===== src/rtl/ifid_idex_exmem.sv =====
// Three independent pipeline registers: IF/ID, ID/EX and EX/MEM.
// Define PIPE_STALL_EN to honour stallD on IF/ID; otherwise stallD is ignored.
module ifid_idex_exmem #(
  parameter int unsigned XLEN = 32
) (
  input  logic            CLK,
  input  logic            reset,
  // IF/ID
  input  logic [XLEN-1:0] insF,
  input  logic [XLEN-1:0] PCF,
  input  logic [XLEN-1:0] PCPlus4F,
  input  logic            stallD,
  input  logic            flushD,
  output logic [XLEN-1:0] insD,
  output logic [XLEN-1:0] PCD,
  output logic [XLEN-1:0] PCPlus4D,
  // ID/EX
  input  logic [XLEN-1:0] rd1,
  input  logic [XLEN-1:0] rd2,
  input  logic [XLEN-1:0] pcD,
  input  logic [XLEN-1:0] extImmD,
  input  logic [XLEN-1:0] PCPlus4D_in,
  input  logic [4:0]      rs1D,
  input  logic [4:0]      rs2D,
  input  logic [4:0]      rdD,
  input  logic            regWriteD,
  input  logic            memWriteD,
  input  logic            jumpD,
  input  logic            branchD,
  input  logic            ALUsrcD,
  input  logic [3:0]      ALUcontrolD,
  input  logic [1:0]      ResultSrcD,
  input  logic            flushE,
  output logic [XLEN-1:0] rd1E,
  output logic [XLEN-1:0] rd2E,
  output logic [XLEN-1:0] pcE,
  output logic [XLEN-1:0] extImmE,
  output logic [XLEN-1:0] PCPlus4E,
  output logic [4:0]      rs1E,
  output logic [4:0]      rs2E,
  output logic [4:0]      rdE,
  output logic            regWriteE,
  output logic            memWriteE,
  output logic            jumpE,
  output logic            branchE,
  output logic            ALUsrcE,
  output logic [3:0]      ALUcontrolE,
  output logic [1:0]      ResultSrcE,
  // EX/MEM
  input  logic [XLEN-1:0] aluResultE,
  input  logic [XLEN-1:0] writeDataE,
  input  logic [XLEN-1:0] PCPlus4E_in,
  input  logic [4:0]      rdE_in,
  input  logic            regWriteE_in,
  input  logic            memWriteE_in,
  input  logic [1:0]      ResultSrcE_in,
  output logic [XLEN-1:0] aluResultM,
  output logic [XLEN-1:0] writeDataM,
  output logic [XLEN-1:0] PCPlus4M,
  output logic [4:0]      rdM,
  output logic            regWriteM,
  output logic            memWriteM,
  output logic [1:0]      ResultSrcM
);

  typedef struct packed {
    logic [XLEN-1:0] ins;
    logic [XLEN-1:0] pc;
    logic [XLEN-1:0] pc4;
  } ifid_t;

  typedef struct packed {
    logic [XLEN-1:0] rd1;
    logic [XLEN-1:0] rd2;
    logic [XLEN-1:0] pc;
    logic [XLEN-1:0] imm;
    logic [XLEN-1:0] pc4;
    logic [4:0]      rs1;
    logic [4:0]      rs2;
    logic [4:0]      rd;
    logic            reg_write;
    logic            mem_write;
    logic            jump;
    logic            branch;
    logic            alu_src;
    logic [3:0]      alu_ctrl;
    logic [1:0]      result_src;
  } idex_t;

  typedef struct packed {
    logic [XLEN-1:0] alu_result;
    logic [XLEN-1:0] write_data;
    logic [XLEN-1:0] pc4;
    logic [4:0]      rd;
    logic            reg_write;
    logic            mem_write;
    logic [1:0]      result_src;
  } exmem_t;

  ifid_t  ifid_d,  ifid_q;
  idex_t  idex_d,  idex_q;
  exmem_t exmem_d, exmem_q;
  logic   stall_c;

`ifdef PIPE_STALL_EN
  assign stall_c = stallD;
`else
  logic stall_unused;
  assign stall_c      = 1'b0;
  assign stall_unused = stallD;
`endif

  // IF/ID next state: flush outranks stall
  always_comb begin
    ifid_d = ifid_q;
    if (flushD) begin
      ifid_d = '0;
    end else if (!stall_c) begin
      ifid_d.ins = insF;
      ifid_d.pc  = PCF;
      ifid_d.pc4 = PCPlus4F;
    end
  end

  // ID/EX next state: flushE inserts an all-zero bubble
  always_comb begin
    idex_d = '0;
    if (!flushE) begin
      idex_d.rd1        = rd1;
      idex_d.rd2        = rd2;
      idex_d.pc         = pcD;
      idex_d.imm        = extImmD;
      idex_d.pc4        = PCPlus4D_in;
      idex_d.rs1        = rs1D;
      idex_d.rs2        = rs2D;
      idex_d.rd         = rdD;
      idex_d.reg_write  = regWriteD;
      idex_d.mem_write  = memWriteD;
      idex_d.jump       = jumpD;
      idex_d.branch     = branchD;
      idex_d.alu_src    = ALUsrcD;
      idex_d.alu_ctrl   = ALUcontrolD;
      idex_d.result_src = ResultSrcD;
    end
  end

  always_comb begin
    exmem_d            = '0;
    exmem_d.alu_result = aluResultE;
    exmem_d.write_data = writeDataE;
    exmem_d.pc4        = PCPlus4E_in;
    exmem_d.rd         = rdE_in;
    exmem_d.reg_write  = regWriteE_in;
    exmem_d.mem_write  = memWriteE_in;
    exmem_d.result_src = ResultSrcE_in;
  end

  always_ff @(posedge CLK) begin
    if (reset) begin
      ifid_q  <= '0;
      idex_q  <= '0;
      exmem_q <= '0;
    end else begin
      ifid_q  <= ifid_d;
      idex_q  <= idex_d;
      exmem_q <= exmem_d;
    end
  end

  assign insD        = ifid_q.ins;
  assign PCD         = ifid_q.pc;
  assign PCPlus4D    = ifid_q.pc4;

  assign rd1E        = idex_q.rd1;
  assign rd2E        = idex_q.rd2;
  assign pcE         = idex_q.pc;
  assign extImmE     = idex_q.imm;
  assign PCPlus4E    = idex_q.pc4;
  assign rs1E        = idex_q.rs1;
  assign rs2E        = idex_q.rs2;
  assign rdE         = idex_q.rd;
  assign regWriteE   = idex_q.reg_write;
  assign memWriteE   = idex_q.mem_write;
  assign jumpE       = idex_q.jump;
  assign branchE     = idex_q.branch;
  assign ALUsrcE     = idex_q.alu_src;
  assign ALUcontrolE = idex_q.alu_ctrl;
  assign ResultSrcE  = idex_q.result_src;

  assign aluResultM  = exmem_q.alu_result;
  assign writeDataM  = exmem_q.write_data;
  assign PCPlus4M    = exmem_q.pc4;
  assign rdM         = exmem_q.rd;
  assign regWriteM   = exmem_q.reg_write;
  assign memWriteM   = exmem_q.mem_write;
  assign ResultSrcM  = exmem_q.result_src;

endmodule


===== config.mk =====
export PLATFORM = sky130hd
export DESIGN_NAME = ifid_idex_exmem
export DESIGN_NICKNAME = d
export VERILOG_FILES = /design/src/rtl/ifid_idex_exmem.sv
export SDC_FILE = /design/constraint.sdc
export NUM_CORES = 1
export LEC_CHECK = 0
export CAP_MARGIN = 20
export CORE_AREA = 5 5 299 301
export CTS_CLUSTER_DIAMETER = 100
export DETAILED_ROUTE_END_ITERATION = 16
export DIE_AREA = 0 0 304 306
export GPL_TIMING_DRIVEN = 0
export SYNTH_ARGS = -nofsm -noshare
export SYNTH_HDL_FRONTEND = slang
export SYNTH_SLANG_ARGS = --single-unit

===== constraint.sdc =====
create_clock -name CLK -period 0.8 [get_ports CLK]
set_input_delay 0.12 -clock CLK [delete_from_list [all_inputs] [get_ports CLK]]
set_output_delay 0.12 -clock CLK [all_outputs]
set_load 0.02 [all_outputs]

======== Word-level counts from Yosys, hierarchy flattened ========
Cells that the tools add are included.
operators by class
  reductions and logical operators ........ 2
operator list
  cell             count
  $reduce_or 2->1  2
storage, ports and cells
  output and inout port bits .............. 387
  bits in registers ....................... 387
  input bits .............................. 392

======== Logic depth before layout (Yosys ltp) ========
Gate-level depths: netlist of the first run.
  depth after elaboration ................. 1
  mapped depth ............................ 4

======== Least setup slack after synthesis of the first run ========
OpenSTA, ideal clock, no wires.
  path type ............................... input to register
  start point ............................. input reset
  end point ............................... register exmem_q, in the netlist aluResultM[26]
  arrival ................................. 0.692 ns
  required time ........................... 0.686 ns
  slack ................................... -0.007 ns
  library setup time ...................... 0.114 ns
  stages on the path ...................... 3
  buffers on the path ..................... 2
  path through ............................ buf_6 -> clkbuf_1 -> and2b_1
RTL lines
  item                  RTL line  text
  from (decl)           7         input logic reset,
  to (signal assigned)  166       exmem_q <= exmem_d;
  to (decl)             102       exmem_t exmem_d, exmem_q;
No word-level cell between the ends.

======== Worst setup path after layout of the first run ========
  start point ............................. register exmem_q, in the netlist aluResultM[25]
  end point ............................... output aluResultM[25]
RTL lines
  item       RTL line  text
  to (decl)  57        output logic [XLEN-1:0] aluResultM,
No word-level cell between the ends.

==> impl_metrics.yaml, run 1 <==
floorplan:
  core-area_mm2: 0.0863
  start_util: 0.130
  fp-row-count: 108
  die_x_um: 304
  die_height_um: 306
  die_area_mm2: 0.0930
  io_pins: 779
finish:
  final_util: 0.267
  syn2layout_area_growth_pct: 105
  nFillCells: 8892
  nNetsFinal: 2063
  drive_above_1_share: 0.542
  instances_no_fill: 2861
  final_common_cell: "buf_6"
  multiInputGateArea_mm2: 0.00288
  sequential_cell_area_mm2: 0.00824
  final_cell_mix: "buf_6 (422), clkdlybuf4s50_1 (387), dfxtp_2 (384)"
pwr:
  power_density_mw_per_mm2: 2140
  switching_power_mw: 11.4
  p_clk_frac: 0.445
  power_frac_comb: 0.137
  power_frac_seq: 0.419
  sw_frac_of_total: 0.231
  p_leak_nw: 9.00
  irDropWorstVdd_mv: 1.93
  p_int_mw: 38.0
sta:
  tightest_slew_ns: 0.602
  timing.final.ws_setup_ns: -0.366
  final.setup.tns_ns: -121.17
  period_needed_ns: 1.17
  fmax_mhz: 858
  fin_crit_sh: 1.46
  setup_viol: 387
  slew_headroom: 0.599
  grt_setup_unrepaired: "yes"
  drv_slew: 0
  hold_viol: 0
synth:
  syn_nets: 1241
  ys_seq_area_frac: 0.689
  ys_warn_count: 0
  postSynthCellCount: 849
  synth.ff_latch_count: 387
  syn_area_per_cell_um2: 13.3
  synth.distinct_cells: 9
  syn_area_mm2: 0.0113
worst_setup_path:
  critical-path-top-delay-family: "flip-flops"
  crit_path_end_kind: "output pin"
  crit_path_top_delay_cell: "dfxtp_2"
  worstPathCellList: "buf_8"
  cp_data_required_time_ns: 0.68
  slowest_delay_ns: 0.34
  cp_data_arrival_time_ns: 1.05
  crit_path_start_kind: "register"
  crit_buf_inv: 1
  cp_max_fo: 1
  critPathKind: "reg -> out"
placed_design:
  port_buffers: 774
  dp_cells: 2778
  hpwl_um: 43300
  dp_slack_ns: -0.604
  gp_congestion: 0.787
route:
  via_count: 9359
  drt_first_pass_iters: 4
  drc: 0
  routed_wl_um: 52800
  viasPerCell: 3.27
  routedWlPerCell_um: 18.5
  drt-initial-drc-count: 316
  ant_nets: 0
clock_tree:
  clkTransAtPathRegs_ns: 0.06
  cts_tree: "yes"
  htree_levels: 2
  cts.sinks: 387
  cts_buffers: 45
  clockBufferDepth: 3
  clock-root-buffer: "clkbuf_16"
  post_cts_buffers: 0
global_route:
  grt_usage: 0.107
  grt_max_degree: 14
  overflow: 0
  antenna_found_initial: 12
  grt_pass1_vias: 10100
  grt_first_pass_wirelength_um: 72800
run:
  cap_violations: 0
run_status:
  violations: "setup timing"
  status: "finished with violations"
hold_path:
  hold_class: "in -> reg"
-- kinds of logic (layout without fill, tap and decap cells) --
| family | after synthesis | in the layout | synth area share |
|---|---|---|---|
| buffers and inverters | 75 | 930 | 0.0568 |
| flip-flops | 387 | 387 | 0.689 |
| other | 0 | 2 | 0 |
| AND/OR/NAND/NOR | 387 | 387 | 0.255 |
-- power groups by stage --
stage	Combinational, mW	Sequential (mW)	Clock, mW
global placement	6.62	20.8	0
CTS	6.86	20.7	22.8
global route	7.13	20.8	23.5
finish	6.75	20.7	22.0
floorplan	1.30	21.9	0
detailed placement	6.62	20.8	0
-- Yosys cell counts (all sizes together) --
cell | number | area, um2
and2b | 5 | 37.5
buf | 62 | 591
clkbuf | 13 | 48.8
dfxtp | 387 | 7750
nor2b | 100 | 626
nor3b | 282 | 2200
-- layout make-up --
class | count | share of cell area
diodes | 2 | 0.000217
plain buffers | 75 | 0.0278
clock buffers | 67 | 0.0563
clock inverters | 13 | 0.0118
multi-input cells | 387 | 0.125
flip-flops and latches | 387 | 0.357
well taps | 1155 | 0.0626
repair buffers | 775 | 0.359
-- stage by stage --
stage               hold slack (ns)  power [mW]  instance area, um2
finish                       0.0512        49.4               23100
global route                 0.0427        51.4               23100
CTS                          0.0177        50.3               23000
detailed placement            0.510        27.4               20400
global placement              0.507        27.4               20400
floorplan                     0.245        23.2               11300
-- flip-flops by register name, summed over array words and instances (netlist names), 4 cells and up --
signal / cells
ALUcontrolE: 4
PCD: 32
PCPlus4D: 32
PCPlus4E: 32
PCPlus4M: 32
aluResultM: 32
extImmE: 32
insD: 32
pcE: 32
rd1E: 32
rd2E: 32
rdE: 5
rdM: 5
rs1E: 5
rs2E: 5
writeDataM: 32
-- repair_timing --
| item | CTS | global route |
|---|---|---|
| resized for setup | 2761 | 6 |
| hold buffers | 1 | 0 |
| setup endpoints to repair | 387 | 389 |
| endpoints found under the hold margin | 6 | 0 |
-- metal layers --
metal | wire length, um | share of wire | track usage | vias to the layer above
met5 | 21 | 0.00040 | 0 | -
met1 | 20500 | 0.39 | 0.119 | 4335
met4 | 1170 | 0.022 | 0.0261 | 4
li1 | - | - | - | 4456
met2 | 24900 | 0.47 | 0.180 | 494
met3 | 6250 | 0.12 | 0.0569 | 70
-- path summary, 6_finish.rpt --
| kind | slack [ns] | from | to | depth (start not counted) |
|---|---|---|---|---|
| worst max-delay path | -0.37 | aluResultM[25] | aluResultM[25] | 1 |
| worst min-delay path | 0.05 | reset | rdM[4] | 3 |
Note: power is estimated with default switching activity, not from simulation.
==> inputs of run 2 (changes only) <==
GPL_TIMING_DRIVEN = not set   (was 0)
==> impl_metrics.yaml, run 2 (synthesis results as in run 1) <==
run_status:
  status: "finished with violations"
  violations: "setup timing"
worst_setup_path:
  critical-path-top-delay-family: "flip-flops"
  cp_data_required_time_ns: 0.68
  crit_path_top_delay_cell: "dfxtp_4"
  path_depth: 1
  crit_buf_inv: 1
  critPathKind: "reg -> out"
  worstPathCellList: "buf_12"
  crit_path_end_kind: "output pin"
  cp_max_fo: 1
  cp_data_arrival_time_ns: 1.17
  crit_path_start_kind: "register"
  slowest_delay_ns: 0.43
clock_tree:
  clockBufferDepth: 3
  cts_buffers: 46
  clkTransAtPathRegs_ns: 0.06
  htree_levels: 2
  clock-root-buffer: "clkbuf_16"
  cts_tree: "yes"
  cts.sinks: 387
  post_cts_buffers: 0
finish:
  nNetsFinal: 2144
  final_cell_mix: "clkdlybuf4s50_1 (387), dfxtp_2 (379), buf_6 (370)"
  multiInputGateArea_mm2: 0.00295
  final_util: 0.278
  sequential_cell_area_mm2: 0.00825
  nFillCells: 8835
  design_area_mm2: 0.0240
  syn2layout_area_growth_pct: 114
  final_common_cell: "clkdlybuf4s50_1"
  drive_above_1_share: 0.562
route:
  via_count: 9693
  drt-initial-drc-count: 262
  routed_wl_um: 52300
  viasPerCell: 3.30
  drt_first_pass_iters: 4
  routedWlPerCell_um: 17.8
  drc: 0
  ant_nets: 0
placed_design:
  port_buffers: 777
  gp_congestion: 0.769
  hpwl_um: 40400
  dpl-instance-area_mm2: 0.0212
global_route:
  grt_usage: 0.105
  grt_first_pass_wirelength_um: 72400
  grt_pass1_vias: 10400
  grt.busiest_layer: "met2"
  antenna_found_initial: 8
  globalRouteMet1Util: 0.120
  overflow: 0
  grt_max_degree: 27
  grtUsageMet2: 0.176
  grt_use_met3: 0.0531
floorplan:
  core-area_mm2: 0.0863
  fp-row-count: 108
  die_area_mm2: 0.0930
  die_x_um: 304
  start_util: 0.130
  die_height_um: 306
  io_pins: 779
sta:
  period_needed_ns: 1.29
  fin_crit_sh: 1.61
  setup_viol: 396
  hold_viol: 0
  tightest_slew_ns: 0.617
  timing.final.ws_setup_ns: -0.490
  grt_setup_unrepaired: "yes"
  fmax_mhz: 775
  drv_slew: 0
  slew_headroom: 0.588
hold_path:
  hold_class: "in -> reg"
  min_path_cells: 4
pwr:
  power_frac_comb: 0.147
  p_int_mw: 37.1
  p_clk_frac: 0.428
  sw_frac_of_total: 0.239
  power_density_mw_per_mm2: 2030
  irDropWorstVdd_mv: 1.76
  power_frac_seq: 0.426
  p_leak_nw: 9.57
  switching_power_mw: 11.6
run:
  cap_violations: 0
==> run 2: power by group through the flow <==
stage	combinational, mW	clock [mW]	sequential, mW
floorplan	1.30	0	21.9
global placement	6.90	0	20.8
detailed placement	6.89	0	20.8
CTS	7.19	21.8	20.7
global route	7.55	22.4	20.8
finish	7.14	20.8	20.7
==> run 2: final cells by class <==
cell class | instances | share of cell area
Clock buffer | 67 | 0.0568
Clock inverter | 13 | 0.00557
Multi-Input combinational cell | 387 | 0.123
Timing Repair Buffer | 930 | 0.411
Sequential cell | 387 | 0.343
Antenna cell | 2 | 0.000208
Tap cell | 1155 | 0.0602
==> run 2: final timing paths <==
| check | startpoint | end | slack (ns) |
|---|---|---|---|
| hold / removal | flushD | insD[28] | 0.009 |
| setup / recovery | PCPlus4E[18] | PCPlus4E[18] | -0.49 |
==> run 2: routing by layer <==
layer,up-vias,part of all wire,routed length [um]
li1,4621,-,-
met1,4498,0.39,20600
met2,505,0.47,24600
met3,69,0.11,5940
met4,0,0.023,1190
met5,-,0,0
==> run 2: stage by stage <==
step	total power [mW]	TNS, ns	std cells	hold WS [ns]	worst slack [ns]
final	48.7	-131.51	2941	0.00901	-0.490
after CTS	49.7	-196.74	2934	0.000113	-0.596
after detailed placement	27.7	-139.24	2830	0.530	-0.366
after floorplan	23.2	-0.0243	849	0.245	-0.00607
after global routing	50.8	-158.36	2939	-0.0205	-0.572
after global placement	27.7	-137.80	2830	0.524	-0.400
==> run 2: worst min-delay path, stage by stage <==
cell	delay [ns]
buf_4	0.14
buf_12	0.14
buf_12	0.11
nor3b_2	0.04
==> run 2: timing repair <==
item                                    in CTS  in global routing
hold buffers                                26                  9
cloned                                       0                  0
endpoints found under the hold margin       37                 20
resized for setup                         2564                 27
endpoints found under the setup margin     387                560
==> inputs of run 3 (changes only) <==
CORE_AREA = 5 5 303 305   (was 5 5 299 301)
CTS_BUF_LIST = sky130_fd_sc_hd__clkbuf_2 sky130_fd_sc_hd__clkbuf_4 sky130_fd_sc_hd__clkbuf_8   (was not set)
DIE_AREA = 0 0 308 310   (was 0 0 304 306)
==> impl_metrics.yaml, run 3 (synthesis results as in run 1) <==
worst_setup_path:
  critPathKind: "in -> reg"
  cp_data_required_time_ns: 1.35
  crit_path_end_kind: "register"
  crit_path_start_kind: "input pin"
  cp_max_fo: 20
  cp_data_arrival_time_ns: 1.91
sta:
  hold_viol: 0
  fmax_mhz: 732
  slew_headroom: 0.458
  hold_ws_ns: 0.0537
  grt_setup_unrepaired: "yes"
  setup_viol: 620
  tightest_slew_ns: 0.811
  timing.final.ws_setup_ns: -0.566
  fin_crit_sh: 1.71
  period_needed_ns: 1.37
  drv_slew: 0
global_route:
  grt_pass1_vias: 12700
  grt.busiest_layer: "met2"
  grt_max_degree: 44
  grt_first_pass_wirelength_um: 81800
  grt_usage: 0.115
  antenna_found_initial: 11
  globalRouteMet1Util: 0.130
  grt_use_met3: 0.0447
  grtUsageMet2: 0.197
  overflow: 0
clock_tree:
  clkTransAtPathRegs_ns: 0.05
  cts_buffers: 71
  cts_tree: "yes"
  clock-root-buffer: "clkbuf_8"
  post_cts_buffers: 0
  cts.sinks: 387
  clockBufferDepth: 3
  htree_levels: 3
run_status:
  status: "finished with violations"
  violations: "setup timing"
route:
  drc: 0
  via_count: 11300
  drt_first_pass_iters: 4
  routedWlPerCell_um: 17.6
  routed_wl_um: 59000
  viasPerCell: 3.38
  drt-initial-drc-count: 464
  ant_nets: 0
placed_design:
  port_buffers: 777
  hpwl_um: 41800
  gp_congestion: 0.835
pwr:
  irDropWorstVdd_mv: 1.22
  p_leak_nw: 11.0
  power_density_mw_per_mm2: 1820
  power_mw: 50.0
finish:
  nFillCells: 8747
  final_util: 0.308
  final_common_cell: "clkdlybuf4s50_1"
  nNetsFinal: 2510
  final_cell_mix: "clkdlybuf4s50_1 (387), dfxtp_2 (378), buf_6 (372)"
  syn2layout_area_growth_pct: 144
  drive_above_1_share: 0.503
floorplan:
  io_pins: 779
  die_area_mm2: 0.0955
  die_height_um: 310
  core-area_mm2: 0.0890
  fp-row-count: 110
  die_x_um: 308
  start_util: 0.126
hold_path:
  worstHoldStart: "reset"
  min_to: "aluResultM[6]"
  hold_class: "in -> reg"
  min_path_cells: 3
run:
  cap_violations: 0
## run 3: final cells by class
class | instances | area [um2] | share of cell area
sequential | 387 | 8250 | 0.301
clock buffer | 103 | 1310 | 0.0478
multi-input combinational | 387 | 3040 | 0.111
timing repair buffer | 1271 | 13100 | 0.478
antenna | 7 | 17.5 | 0.000638
tap | 1176 | 1470 | 0.0536
clock inverter | 16 | 229 | 0.00834
## run 3: per-layer routing
layer	part of all wire	wire length (um)	vias up
met2	0.48	28500	565
met3	0.092	5460	104
met1	0.40	23300	5292
met4	0.028	1670	4
met5	0.00046	27	-
li1	-	-	5358
## run 3: worst max-delay path, stage by stage
cell and delay [ns]:
buf_6 0.06, dlygate4sd3_1 1.07, buf_4 0.38, nor3b_1 0.10
buf_4 0.16
## run 3: power by group
group / internal (mW) / switching [mW]
clock network: 11.9 / 8.72
logic: 5.37 / 3.30
registers: 20.3 / 0.450
## run 3: how the worst max path moves through the flow
stage          slack, ns  startpoint      endpoint
5_1_grt            -0.66     rd1E[5]       rd1E[5]
6_report           -0.57      flushE  PCPlus4E[27]
2_1_floorplan     -0.006       reset   PCPlus4M[0]
3_5_place_dp       -0.48       reset       rd2E[9]
3_3_place_gp       -0.54       reset       rd2E[9]
4_1_cts            -0.69     rd1E[3]       rd1E[3]
## run 3: repair_timing
| action | 4_1_cts | 5_1_grt |
|---|---|---|
| pin swaps | 0 | 1 |
| hold buffers | 348 | 11 |
| endpoints found under the hold margin | 350 | 115 |
| gates cloned | 0 | 0 |
| endpoints found under the setup margin | 387 | 606 |
| gates resized for setup | 2542 | 42 |
## run 3: metrics by stage
stage	TNS [ns]	cell area (um2)	std cells	setup slack, ns
2_1_floorplan	-0.0243	11300	849	-0.00607
3_3_place_gp	-142.28	21200	2870	-0.535
3_5_place_dp	-142.50	21200	2870	-0.483
4_1_cts	-273.51	27200	3334	-0.694
5_1_grt	-274.67	27400	3345	-0.659
6_report	-239.39	27400	3347	-0.566
